--- src/rtl/vga_pixel_fifo.sv ---
// Pixel FIFO between the frame producer and the VGA timing stage, with a prefill-gated stream FSM.
// Optional underrun counter is enabled by defining VGA_PIXEL_FIFO_UNDERRUN_CNT_EN.
module vga_pixel_fifo #(
    parameter int DW      = 12,
    parameter int DEPTH   = 16,
    parameter int PREFILL = 8
) (
    input  logic                     i_clk,
    input  logic                     i_rst,
    input  logic                     i_wr_valid,
    input  logic [DW-1:0]            i_wr_data,
    output logic                     o_wr_ready,
    input  logic                     i_pix_stb,
    input  logic                     i_video_on,
    input  logic                     i_frame_start,
    output logic [DW-1:0]            o_rgb,
    output logic [1:0]               o_state,
    output logic                     o_underflow,
    output logic [$clog2(DEPTH):0]   o_level,
    output logic [15:0]              o_underrun_cnt
);

    localparam int AW = $clog2(DEPTH);
    localparam int LW = AW + 1;

    typedef enum logic [1:0] {
        ST_IDLE   = 2'd0,
        ST_STREAM = 2'd1,
        ST_ERR    = 2'd2
    } state_t;

    state_t          state_r;
    state_t          state_nxt_s;
    logic [DW-1:0]   mem_r [DEPTH];
    logic [AW-1:0]   wr_ptr_r;
    logic [AW-1:0]   rd_ptr_r;
    logic [LW-1:0]   level_r;
    logic [LW-1:0]   level_nxt_s;
    logic [DW-1:0]   rgb_r;
    logic            underflow_r;
    logic            flush_s;
    logic            wr_ready_s;
    logic            wr_en_s;
    logic            pop_req_s;
    logic            pop_s;
    logic            underrun_s;

    assign flush_s    = (state_r == ST_ERR) && i_frame_start;
    assign wr_ready_s = (level_r != LW'(DEPTH)) && !flush_s;
    assign wr_en_s    = i_wr_valid && wr_ready_s;
    assign pop_req_s  = i_pix_stb && i_video_on && (state_r == ST_STREAM);
    assign pop_s      = pop_req_s && (level_r != {LW{1'b0}});
    assign underrun_s = pop_req_s && (level_r == {LW{1'b0}});

    // Occupancy update; a write and a pop in the same cycle cancel out.
    always_comb begin
        level_nxt_s = level_r;
        if (flush_s) begin
            level_nxt_s = {LW{1'b0}};
        end else if (wr_en_s && !pop_s) begin
            level_nxt_s = level_r + LW'(1);
        end else if (pop_s && !wr_en_s) begin
            level_nxt_s = level_r - LW'(1);
        end else begin
            level_nxt_s = level_r;
        end
    end

    // Stream FSM next-state; the unused encoding recovers to IDLE.
    always_comb begin
        state_nxt_s = state_r;
        case (state_r)
            ST_IDLE: begin
                if (i_frame_start && (level_r >= LW'(PREFILL))) begin
                    state_nxt_s = ST_STREAM;
                end else begin
                    state_nxt_s = ST_IDLE;
                end
            end
            ST_STREAM: begin
                if (underrun_s) begin
                    state_nxt_s = ST_ERR;
                end else begin
                    state_nxt_s = ST_STREAM;
                end
            end
            ST_ERR: begin
                if (i_frame_start) begin
                    state_nxt_s = ST_IDLE;
                end else begin
                    state_nxt_s = ST_ERR;
                end
            end
            default: state_nxt_s = ST_IDLE;
        endcase
    end

    // Pixel storage; contents are don't-care until written, so no reset.
    always_ff @(posedge i_clk) begin
        if (wr_en_s) begin
            mem_r[wr_ptr_r] <= i_wr_data;
        end
    end

    // Pointers, level, state, output pixel and sticky underflow flag.
    always_ff @(posedge i_clk) begin
        if (i_rst) begin
            wr_ptr_r    <= {AW{1'b0}};
            rd_ptr_r    <= {AW{1'b0}};
            level_r     <= {LW{1'b0}};
            state_r     <= ST_IDLE;
            rgb_r       <= {DW{1'b0}};
            underflow_r <= 1'b0;
        end else begin
            level_r <= level_nxt_s;
            state_r <= state_nxt_s;
            if (flush_s) begin
                wr_ptr_r <= {AW{1'b0}};
                rd_ptr_r <= {AW{1'b0}};
            end else begin
                if (wr_en_s) begin
                    wr_ptr_r <= wr_ptr_r + AW'(1);
                end
                if (pop_s) begin
                    rd_ptr_r <= rd_ptr_r + AW'(1);
                end
            end
            // Blank on any strobe that does not deliver a pixel, including underruns.
            if (i_pix_stb) begin
                rgb_r <= pop_s ? mem_r[rd_ptr_r] : {DW{1'b0}};
            end
            if (underrun_s) begin
                underflow_r <= 1'b1;
            end
        end
    end

`ifdef VGA_PIXEL_FIFO_UNDERRUN_CNT_EN
    logic [15:0] underrun_cnt_r;

    // Saturating underrun event counter.
    always_ff @(posedge i_clk) begin
        if (i_rst) begin
            underrun_cnt_r <= 16'd0;
        end else if (underrun_s && (underrun_cnt_r != 16'hFFFF)) begin
            underrun_cnt_r <= underrun_cnt_r + 16'd1;
        end
    end

    assign o_underrun_cnt = underrun_cnt_r;
`else
    assign o_underrun_cnt = 16'd0;
`endif

    assign o_wr_ready  = wr_ready_s;
    assign o_rgb       = rgb_r;
    assign o_state     = state_r;
    assign o_underflow = underflow_r;
    assign o_level     = level_r;

endmodule

--- config.mk ---
export PLATFORM = sky130hd
export DESIGN_NAME = vga_pixel_fifo
export DESIGN_NICKNAME = d
export VERILOG_FILES = /design/src/rtl/vga_pixel_fifo.sv
export SDC_FILE = /design/constraint.sdc
export NUM_CORES = 1
export LEC_CHECK = 0
export CAP_MARGIN = 20
export CORE_AREA = 2 2 171 123
export DETAILED_ROUTE_END_ITERATION = 12
export DIE_AREA = 0 0 173 125
export PLACE_DENSITY = 0.7
export SYNTH_ARGS = -nofsm -noshare
export SYNTH_HDL_FRONTEND = slang
export SYNTH_SLANG_ARGS = --single-unit
export TNS_END_PERCENT = 20
--- constraint.sdc ---
create_clock -name i_clk -period 3.07 [get_ports i_clk]
set_clock_uncertainty 0.2 [all_clocks]
set_input_delay 0.614 -clock i_clk [delete_from_list [all_inputs] [get_ports i_clk]]
set_output_delay 0.614 -clock i_clk [all_outputs]
set_load 0.05 [all_outputs]
Word level (Yosys, flattened, before mapping)
Memories as Yosys holds them, arrays and structs flattened. A register that Yosys moved wholly into a read port is not among the register bits.
Cells that the tools add are included.
Word-level totals
  output and inout bits: 37
  memories: 1
  bits of input ports: 18
  bits in registers: 28
  RAM bits: 192
Memory list
  mem_r: words 16, bits a word 12, rd ports 1, clocked after Yosys merged registers in 1, write ports 1, RTL line 34  | logic [DW-1:0] mem_r [DEPTH];
Cells by class
  muxes and demuxes: 11
  $lt $le $gt $ge: 1
  reductions and logical operators: 18
  eq/ne operators: 3
  add/subtract/negate cells: 4
Operators with widths (number)
  two-way mux 12 bit: 1
  logical AND 1 bit: 10
  two-way mux 5 bit: 2
  adder 4 x 1 -> 4 bit, second input constant: 2
  two-way mux 4 bit: 2
  one-hot mux 2 bit (3 select lines): 1
  adder 5 x 1 -> 5 bit, second input constant: 1
  >= comparator 5 x 4 -> 1 bit, second input constant: 1
  logical NOT 5 bit: 1
  inequality test 5 bit, second input constant: 1
  nonzero test 5 bit: 1
  subtractor 5 x 1 -> 5 bit, second input constant: 1
  two-way mux 2 bit: 2
  logical NOT 1 bit: 3
  two-way mux 1 bit: 3
  == test 2 x 1 -> 1 bit, second input constant: 1
  == test 2 bit, second input constant: 1
  logical NOT 2 bit: 1
  nonzero test 2 bit: 1
  OR reduction 2 bit: 1

Longest topological paths before layout
Gate-level depths: netlist (run 1).
  depth in word-level cells: 9
  mapped depth: 11

Worst setup path before layout (run 1)
No wires, ideal clock.
  path type: reg-to-reg
  start point: register state_r[0] (netlist: o_state[0])
  end point: register level_r[4] (netlist: o_level[4])
  required time: 2749 ps
  library setup time: 121 ps
  arrival: 2945 ps
  setup slack: -195 ps
  stages on the path, launching flop included: 11
  cells stage by stage: dfxtp_1 -> and3b_1 -> a211oi_4 -> ha_1 -> inv_1 -> ha_1 -> nor2b_1 -> o21a_1 -> or3_1 -> a21o_1 -> mux2_2
Between the ends
  cells in the longest elaborated chain, start to end: 8
Ends and longest elaborated chain
  start: declaration: RTL line 32  | state_t state_r;
  start signal: assignment: RTL line 116  | state_r <= state_nxt_s;
  == test 2 bit *: RTL line 48  | assign flush_s = (state_r == ST_ERR) && i_frame_start;
  logical AND 1 bit *: RTL line 48
  logical NOT 1 bit *: RTL line 49  | assign wr_ready_s = (level_r != LW'(DEPTH)) && !flush_s;
  logical AND 1 bit *: RTL line 49
  logical AND 1 bit *: RTL line 50  | assign wr_en_s = i_wr_valid && wr_ready_s;
  named net wr_en_s: RTL line 43  | logic wr_en_s;
  logical NOT 1 bit: RTL line 62  | end else if (pop_s && !wr_en_s) begin
  logical AND 1 bit: RTL line 62
  nonzero test 2 bit (no line)
  end signal: assignment: RTL line 110  | level_r <= {LW{1'b0}};
  end signal: assignment: RTL line 115  | level_r <= level_nxt_s;
  end: declaration: RTL line 37  | logic [LW-1:0] level_r;
The timed path passes the listed nets; every way through them passes the cells marked *.
A chain may end at the register's enable or synchronous reset.

Worst setup path after layout (run 1)
  start point: register level_r[3] (netlist: o_level[3])
  end point: register level_r[4] (netlist: o_level[4])
Between the ends
  cells in the longest elaborated chain, start to end: 6
Ends and longest elaborated chain
  branches (longest 6 deep; another with subtractor 5 x 1 -> 5 bit)
Parallel ways; which one is timed is not known. The select of a mux whose other input is x is not followed.

==> metrics.csv, run 1 <==
metric,value,unit
port buffer count,38,
placed inst area,9803,um^2
CTS buffer count,22,
"Req. time, crit path",3.26,ns
H-tree depth,1,
Nets,587,
Buf/Inv on CP,1,
post-CTS setup buffers,0,
first-pass GRT wire length,27.45,mm
sw frac,0.2408,
Clk pwr share,0.385,
RD Place Congestion,0.8166,
total routed wirelength,17.90,mm
Logic pwr share,0.136,
"commonest cells after routing, fill and taps aside","edfxtp_1 (192), mux4_2 (48), buf_4 (42)",
Mean Syn Cell Area,18.57,um^2
gr usage total,0.1680,
switching pwr,1786,uW
Worst-path clk slew,0.06,ns
"CP delay by family, top",simple AND/OR/NAND/NOR gates,
synthesized area,8837,um^2
routed len/inst,21.00,um
"slowest stage delay, CP",0.45,ns
Post-Layout Inst Area,10590,um^2
Final ANT Viol Nets,0,
worst skew pair latency,0.50,ns
CTS Hold Buffers Added,0,
DIE HEIGHT,125,um
"most common cell after layout, fill and taps aside",edfxtp_1,
final cell count without fillers,852,
sequential power share,0.479,
chip width,173,um
share of the synthesized area in the top cell type,0.6524,
Max Cap Viol,0,
dpl ws,-0.3278,ns
DRC Markers,0,
Via density,5.197,
maximum fanout along the worst path,5,
RSZ-0062 raised after global routing,false,
Final Setup Violations,0,
"Power, Total",7417,uW
Max clock buf depth,3,
placed cells,811,
DR iter-0 viols,436,
DR vias,4428,
dominant synthesized flop cell,edfxtp_1,
cell taking the most area after synthesis,edfxtp_1,
Hold WC Path Type,reg2reg,
CP Launch Type,flop,
Initial Utilization,0.4386,
post-route setup slack,0.1578,ns
Lkg Pwr,0.003533,uW
Reg area,6417,um^2
Syn-to-layout area delta,19.85,%
peak supply drop,0.4781,mV
Rows,44,
fraction of registers with async set/reset,0,
Int Power,5631,uW
die area,21630,um^2
Post-synth EDFFs,192,
arrival time at the worst endpoint,3.10,ns
CTS tree,yes,
"slowest stage cell, crit path",nor4_4,
largest net degree at the start of global routing,49,
"Seq/Total Area, Yosys",0.7249,
Sink Count,224,
CORE AREA,20150,um^2
"Remaining Overflow, GRT",0,
unique cell type count in the Yosys netlist,38,
setup TNS,0,ns
multi-input logic area,2257,um^2
CP Capture Type,flop,
"Period Utilization, post-route",0.9486,
Syn Inst Count,476,
Rel. slew slack,0.5341,
"Hold Vio Cnt, Final",0,
Most common cell on crit path,a21o_1,
Power Density,700.3,nW/um^2
FILL cells,1601,
Worst-Margin Slew,0.6966,ns
fmax,343.4,MHz
CTS Root Cell,clkbuf_16,
antenna violations before repair,0,
final HPWL from detailed placement,11.30,mm
vias in the first global route,4557,
status,finished clean,
Synth area leaders,"edfxtp_1 (65%), mux4_2 (12%), dfxtp_1 (7.2%)",
crit path cell chain,nor4_4 -> a21o_1 -> ha_2 -> inv_1 -> ha_4 -> nor2b_1 -> o21a_1 -> or3_1 -> a21o_1 -> mux2_2,
IO Pins,55,
synth warn,0,
post-CTS sizing,0,
Yosys reg bits,224,
kind of critical path,reg2reg,
fin crit period,2.912,ns
fin. max-slew vios,0,
share of cells above drive strength 1,0.3026,
drt pass-1 iters,5,
-- path summary, 6_finish.rpt --
check	depth (start not counted)	to	slack, ns	start
max	10	o_level[4]$_SDFFE_PP0P_	0.16	o_level[3]$_SDFFE_PP0P_
max reg2reg	10	o_level[4]$_SDFFE_PP0P_	0.16	o_level[3]$_SDFFE_PP0P_
min	1	o_state[1]$_SDFF_PP0_	0.29	o_state[0]$_SDFF_PP0_
min reg2reg	1	o_state[1]$_SDFF_PP0_	0.29	o_state[0]$_SDFF_PP0_
-- power by group through the flow --
stage,Clock (uW),Combinational [uW],Sequential [uW]
2_1_floorplan,0,518,3740
5_1_grt,3040,1090,3560
3_3_place_gp,0,975,3600
6_report,2860,1010,3550
3_5_place_dp,0,1000,3620
4_1_cts,2920,1010,3550
-- layer usage --
layer	GRT usage	vias to the layer above	share of wire
met1	0.2458	2283	0.45
met5	0	-	0
met3	0.02981	21	0.074
met4	0.03091	0	0.012
li1	-	1992	-
met2	0.2694	132	0.47
-- cells in the mapped netlist (2+ instances only) --
| master | instances |
|---|---|
| dfxtp_1 | 32 |
| mux2_2 | 25 |
| inv_1 | 10 |
| buf_4 | 18 |
| clkbuf_1 | 10 |
| edfxtp_1 | 192 |
| o21ai_0 | 4 |
| buf_2 | 6 |
| ha_1 | 9 |
| a22oi_1 | 12 |
| xnor2_1 | 2 |
| nor3_1 | 6 |
| nor2_1 | 31 |
| nand2b_1 | 2 |
| buf_6 | 2 |
| nor2b_1 | 3 |
| xor2_1 | 5 |
| a21oi_1 | 7 |
| mux4_2 | 48 |
| buf_1 | 2 |
| a21o_1 | 3 |
| or3_1 | 2 |
| nand2_1 | 30 |
-- cells by family (layout without fill, tap and decap cells) --
logic type / Yosys count / count (layout) / synth area share
mux: 74 / 74 / 0.1553
xor+xnor: 7 / 7 / 0.006938
compound gates: 30 / 30 / 0.02393
buf+inv: 48 / 132 / 0.03058
simple gates: 82 / 82 / 0.04290
fa+ha+maj: 10 / 10 / 0.01501
other cells: 1 / 17 / 0.0004243
flops: 224 / 224 / 0.7249
-- metrics by stage --
step | util | hold slack (ns)
floorplan | - | 0.2591
global placement | 0.4865 | 0.2616
detailed placement | 0.4865 | 0.2761
CTS | 0.5255 | 0.2889
global route | 0.5255 | 0.3146
finish | 0.5256 | 0.2860
-- area by class of cell --
type,count,area share
Antenna cell,1,0.0002363
Clock buffer,26,0.05729
Clock inverter,14,0.01689
Inverter,10,0.003544
Multi-Input combinational cell,219,0.2131
Sequential cell,224,0.6059
Tap cell,276,0.03260
Timing Repair Buffer,82,0.07041
-- registers in the layout, summed over array words and instances (netlist names), named ones only --
name / count
mem_r: 192
o_level: 5
o_rgb: 12
wr_ptr_r: 4
o_state: 2
rd_ptr_r: 4
o_underflow: 1
Power figures use the tool's default switching activity.
==> run 2: changes to the inputs <==
--- a/config.mk
+++ b/config.mk
@@ -6,10 +6,10 @@
 export NUM_CORES = 1
 export LEC_CHECK = 0
 export CAP_MARGIN = 20
-export CORE_AREA = 2 2 171 123
+export CORE_AREA = 2 2 193 138
 export DETAILED_ROUTE_END_ITERATION = 12
-export DIE_AREA = 0 0 173 125
-export PLACE_DENSITY = 0.7
+export DIE_AREA = 0 0 195 140
+export PLACE_DENSITY = 0.58
 export SYNTH_ARGS = -nofsm -noshare
 export SYNTH_HDL_FRONTEND = slang
 export SYNTH_SLANG_ARGS = --single-unit
==> metrics.csv, run 2 (synthesis gave the netlist of run 1 again) <==
metric,value,unit
status,finished clean,
CP Capture Type,flop,
R2R cell count,10,
largest net degree at the start of global routing,49,
arrival time at the worst endpoint,3.08,ns
Power Density,683.2,nW/um^2
Nets,575,
"slowest stage cell, crit path",clkdlybuf4s50_1,
port buffer count,38,
CTS Hold Buffers Added,0,
chip width,195,um
RD Place Congestion,0.7461,
maximum fanout along the worst path,3,
ANT cells,0,
CORE AREA,25380,um^2
Max clock buf depth,3,
vias in the first global route,4487,
Top reg by flops,mem_r,
"slowest stage delay, CP",0.43,ns
Buf/Inv on CP,2,
RSZ-0062 raised after global routing,false,
placed inst area,9787,um^2
Final ANT Viol Nets,0,
kind of critical path,in2reg,
max reg flops,192,
Via density,4.897,
fin crit period,2.889,ns
reg-to-reg endpoint,o_level[4]$_SDFFE_PP0P_,
Max Cap Viol,0,
M1 WL,8.158,mm
Final Setup Violations,0,
crit path cell chain,clkdlybuf4s50_1 -> and3b_1 -> a211oi_4 -> ha_2 -> inv_1 -> ha_4 -> nor2b_1 -> o21a_1 -> or3_1 -> a21o_1 -> mux2_2,
"Req. time, crit path",3.26,ns
routed len/inst,19.95,um
fin. max-slew vios,0,
Syn-to-layout area delta,18.87,%
placed cells,852,
worst skew pair latency,0.50,ns
first-pass GRT wire length,26.85,mm
R2R Path Start,o_level[3]$_SDFFE_PP0P_,
FILL cells,2258,
Reg2Reg Setup Slack,0.21,ns
DRC Markers,0,
die area,27300,um^2
total routed wirelength,17.87,mm
antenna violations before repair,0,
DR vias,4388,
gr usage total,0.1313,
CTS tree,yes,
max layer used,met4,
Initial Utilization,0.3482,
CP endpoint,o_level[4]$_SDFFE_PP0P_,
Worst setup startpoint,i_frame_start,
post-route setup slack,0.1814,ns
routed length on met3,1.094,mm
share of cells above drive strength 1,0.2726,
"Period Utilization, post-route",0.9409,
Rows,49,
Worst-Margin Slew,1.072,ns
"commonest cells after routing, fill and taps aside","edfxtp_1 (192), mux4_2 (48), clkdlybuf4s50_1 (37)",
Sink Count,224,
CP Launch Type,input pin,
Post-Layout Inst Area,10510,um^2
Worst-path clk slew,0.06,ns
HP Start,rd_ptr_r[3]$_SDFFE_PP0N_,
"Hold Vio Cnt, Final",0,
Crit path depth,11,
Rel. slew slack,0.2826,
DR iter-0 viols,325,
met2 routed WL,8.321,mm
H-tree depth,1,
post-CTS setup buffers,0,
fmax,346.2,MHz
DIE HEIGHT,140,um
CTS buffer count,24,
final cell count without fillers,896,
drt pass-1 iters,5,
CTS Root Cell,clkbuf_16,
IO Pins,55,
"CP delay by family, top",simple AND/OR/NAND/NOR gates,
"most common cell after layout, fill and taps aside",edfxtp_1,
post-CTS sizing,0,
final HPWL from detailed placement,10.91,mm
Lkg Pwr,0.003415,uW
peak supply drop,0.3721,mV
Hold WC Path Type,reg2reg,
dpl ws,-0.3241,ns
setup TNS,0,ns
"Remaining Overflow, GRT",0,
run 2: stage by stage:
stage | util | hold WS (ns) | total power [uW]
2_1_floorplan | - | 0.2591 | 4253
3_3_place_gp | 0.3856 | 0.2572 | 4592
3_5_place_dp | 0.3856 | 0.2770 | 4641
4_1_cts | 0.4139 | 0.2915 | 7236
5_1_grt | 0.4139 | 0.3003 | 7440
6_report | 0.4139 | 0.2873 | 7177
run 2: how the worst min path moves through the flow:
stage	end	slack, ns	depth (start not counted)
3_3_place_gp	o_underflow$_SDFFE_PP0P_	0.26	2
6_report	flop	0.29	2
2_1_floorplan	flop	0.26	2
5_1_grt	flop	0.30	2
4_1_cts	flop	0.29	2
3_5_place_dp	flop	0.28	2
run 2: cell type report:
class                   instances  area, um^2  share of cell area
flip-flops and latches        224        6417              0.6109
multi-input cells             219        2252              0.2144
clock inverters                13       70.07            0.006670
clock buffers                  31       648.1             0.06170
inverters                      10       37.54            0.003573
well taps                     331       414.1             0.03942
repair buffers                 68       665.6             0.06336
run 2: power breakdown:
part | internal [uW] | switching, uW
clock network | 1490 | 1110
registers | 3450 | 103
logic | 415 | 611
total | 5350 | 1820
run 2: metal layers:
layer,vias up,GRT usage
li1,1980,-
met2,132,0.2133
met3,28,0.02095
met4,0,0.03214
met1,2248,0.1862
met5,-,0
run 2: worst min-delay path, cell delays in order, from the launching register on:
cell and delay (ns):
dfxtp_1 0.31, o21ai_0 0.06, a21oi_1 0.07
==> run 3: changes to the inputs <==
--- a/config.mk
+++ b/config.mk
@@ -6,10 +6,10 @@
 export NUM_CORES = 1
 export LEC_CHECK = 0
 export CAP_MARGIN = 20
-export CORE_AREA = 2 2 193 138
+export CORE_AREA = 2 2 181 130
 export DETAILED_ROUTE_END_ITERATION = 12
-export DIE_AREA = 0 0 195 140
-export PLACE_DENSITY = 0.58
+export DIE_AREA = 0 0 183 132
+export PLACE_DENSITY = 0.64
 export SYNTH_ARGS = -nofsm -noshare
 export SYNTH_HDL_FRONTEND = slang
 export SYNTH_SLANG_ARGS = --single-unit
==> metrics.csv, run 3 (synthesis gave the netlist of run 1 again) <==
metric,value,unit
Top reg by flops,mem_r,
CTS Root Cell,clkbuf_16,
largest net degree at the start of global routing,49,
RSZ-0062 raised after global routing,false,
Hold Slack,0.2833,ns
DRC Markers,0,
Worst-Margin Slew,0.6872,ns
chip width,183,um
CTS tree,yes,
Worst-path clk slew,0.06,ns
IO Pins,55,
routed len/inst,21.30,um
ANT cells,0,
post-CTS setup buffers,0,
Hold WC Path Type,reg2reg,
FILL cells,1864,
Power Density,686.2,nW/um^2
fin crit period,2.867,ns
drt pass-1 iters,4,
status,finished clean,
RD Place Congestion,0.8584,
gr usage total,0.1547,
"Req. time, crit path",3.27,ns
worst skew pair latency,0.51,ns
R2R Path Start,o_level[3]$_SDFFE_PP0P_,
CTS Hold Buffers Added,0,
Final Setup Violations,0,
CP Capture Type,flop,
"Hold Vio Cnt, Final",0,
Via density,5.129,
maximum fanout along the worst path,5,
max reg flops,192,
"Remaining Overflow, GRT",0,
"most common cell after layout, fill and taps aside",edfxtp_1,
first-pass GRT wire length,28.01,mm
final HPWL from detailed placement,11.85,mm
HP Start,o_underflow$_SDFFE_PP0P_,
Initial Utilization,0.3957,
R2R cell count,10,
share of cells above drive strength 1,0.2978,
setup TNS,0,ns
Final Util,0.4730,
total routed wirelength,18.51,mm
CORE AREA,22330,um^2
fmax,348.8,MHz
peak supply drop,0.4001,mV
antenna violations before repair,0,
fin. max-slew vios,0,
CTS buffer count,23,
vias in the first global route,4605,
die area,24160,um^2
Rows,46,
Hold Crit Depth,2,
DR vias,4457,
post-CTS sizing,0,
kind of critical path,reg2reg,
Rel. slew slack,0.5404,
Max Cap Viol,0,
Sink Count,224,
final cell count without fillers,869,
placed cells,827,
Worst setup startpoint,o_level[3]$_SDFFE_PP0P_,
Syn-to-layout area delta,19.52,%
Lkg Pwr,0.003522,uW
"Power, Total",7248,uW
DR iter-0 viols,457,
arrival time at the worst endpoint,3.07,ns
Nets,592,
"Period Utilization, post-route",0.9340,
H-tree depth,1,
Max clock buf depth,3,
"commonest cells after routing, fill and taps aside","edfxtp_1 (192), mux4_2 (48), buf_4 (47)",
CP Launch Type,flop,
Final ANT Viol Nets,0,
DIE HEIGHT,132,um
port buffer count,38,
## run 3: routing by layer
layer	global-route usage	share of wire	vias to the layer above
li1	-	-	2013
met1	0.2247	0.45	2276
met2	0.2407	0.46	143
met3	0.03315	0.074	25
met4	0.03556	0.017	0
met5	0	0	-
## run 3: area by class of cell
cell class | count | area [um^2] | share of cell area
clock inverter | 11 | 86.33 | 0.008173
timing repair buffer | 86 | 763.2 | 0.07226
tap | 288 | 360.3 | 0.03412
clock buffer | 31 | 645.6 | 0.06112
inverter | 10 | 37.54 | 0.003554
multi-input combinational | 219 | 2252 | 0.2132
sequential | 224 | 6417 | 0.6076
## run 3: metrics by stage
stage          area (um^2)  setup WS, ns
2_1_floorplan         8915       0.04759
3_3_place_gp          9831       -0.2373
3_5_place_dp          9831       -0.2992
4_1_cts              10560        0.1894
5_1_grt              10560       0.06993
6_report             10560        0.2027
## run 3: report_power, final
part	internal, uW	total (uW)	switching (uW)
Clock	1560	2670	1110
Sequential	3450	3550	106
Combinational	426	1020	596
Total	5440	7250	1810
## run 3: path summary, 6_finish.rpt
check | slack, ns | endpoint
worst min register to register | 0.28 | o_underflow$_SDFFE_PP0P_
worst max register to register | 0.20 | o_level[4]$_SDFFE_PP0P_
worst min-delay path | 0.28 | o_underflow$_SDFFE_PP0P_
worst max-delay path | 0.20 | o_level[4]$_SDFFE_PP0P_
## run 3: critical path, cell delays in order (launching register included)
cell	delay, ns
dfxtp_2	0.36
nor4_4	0.44
a21o_1	0.21
ha_2	0.18
inv_1	0.08
ha_4	0.22
nor2b_1	0.14
o21a_1	0.18
or3_1	0.31
a21o_1	0.19
mux2_2	0.26
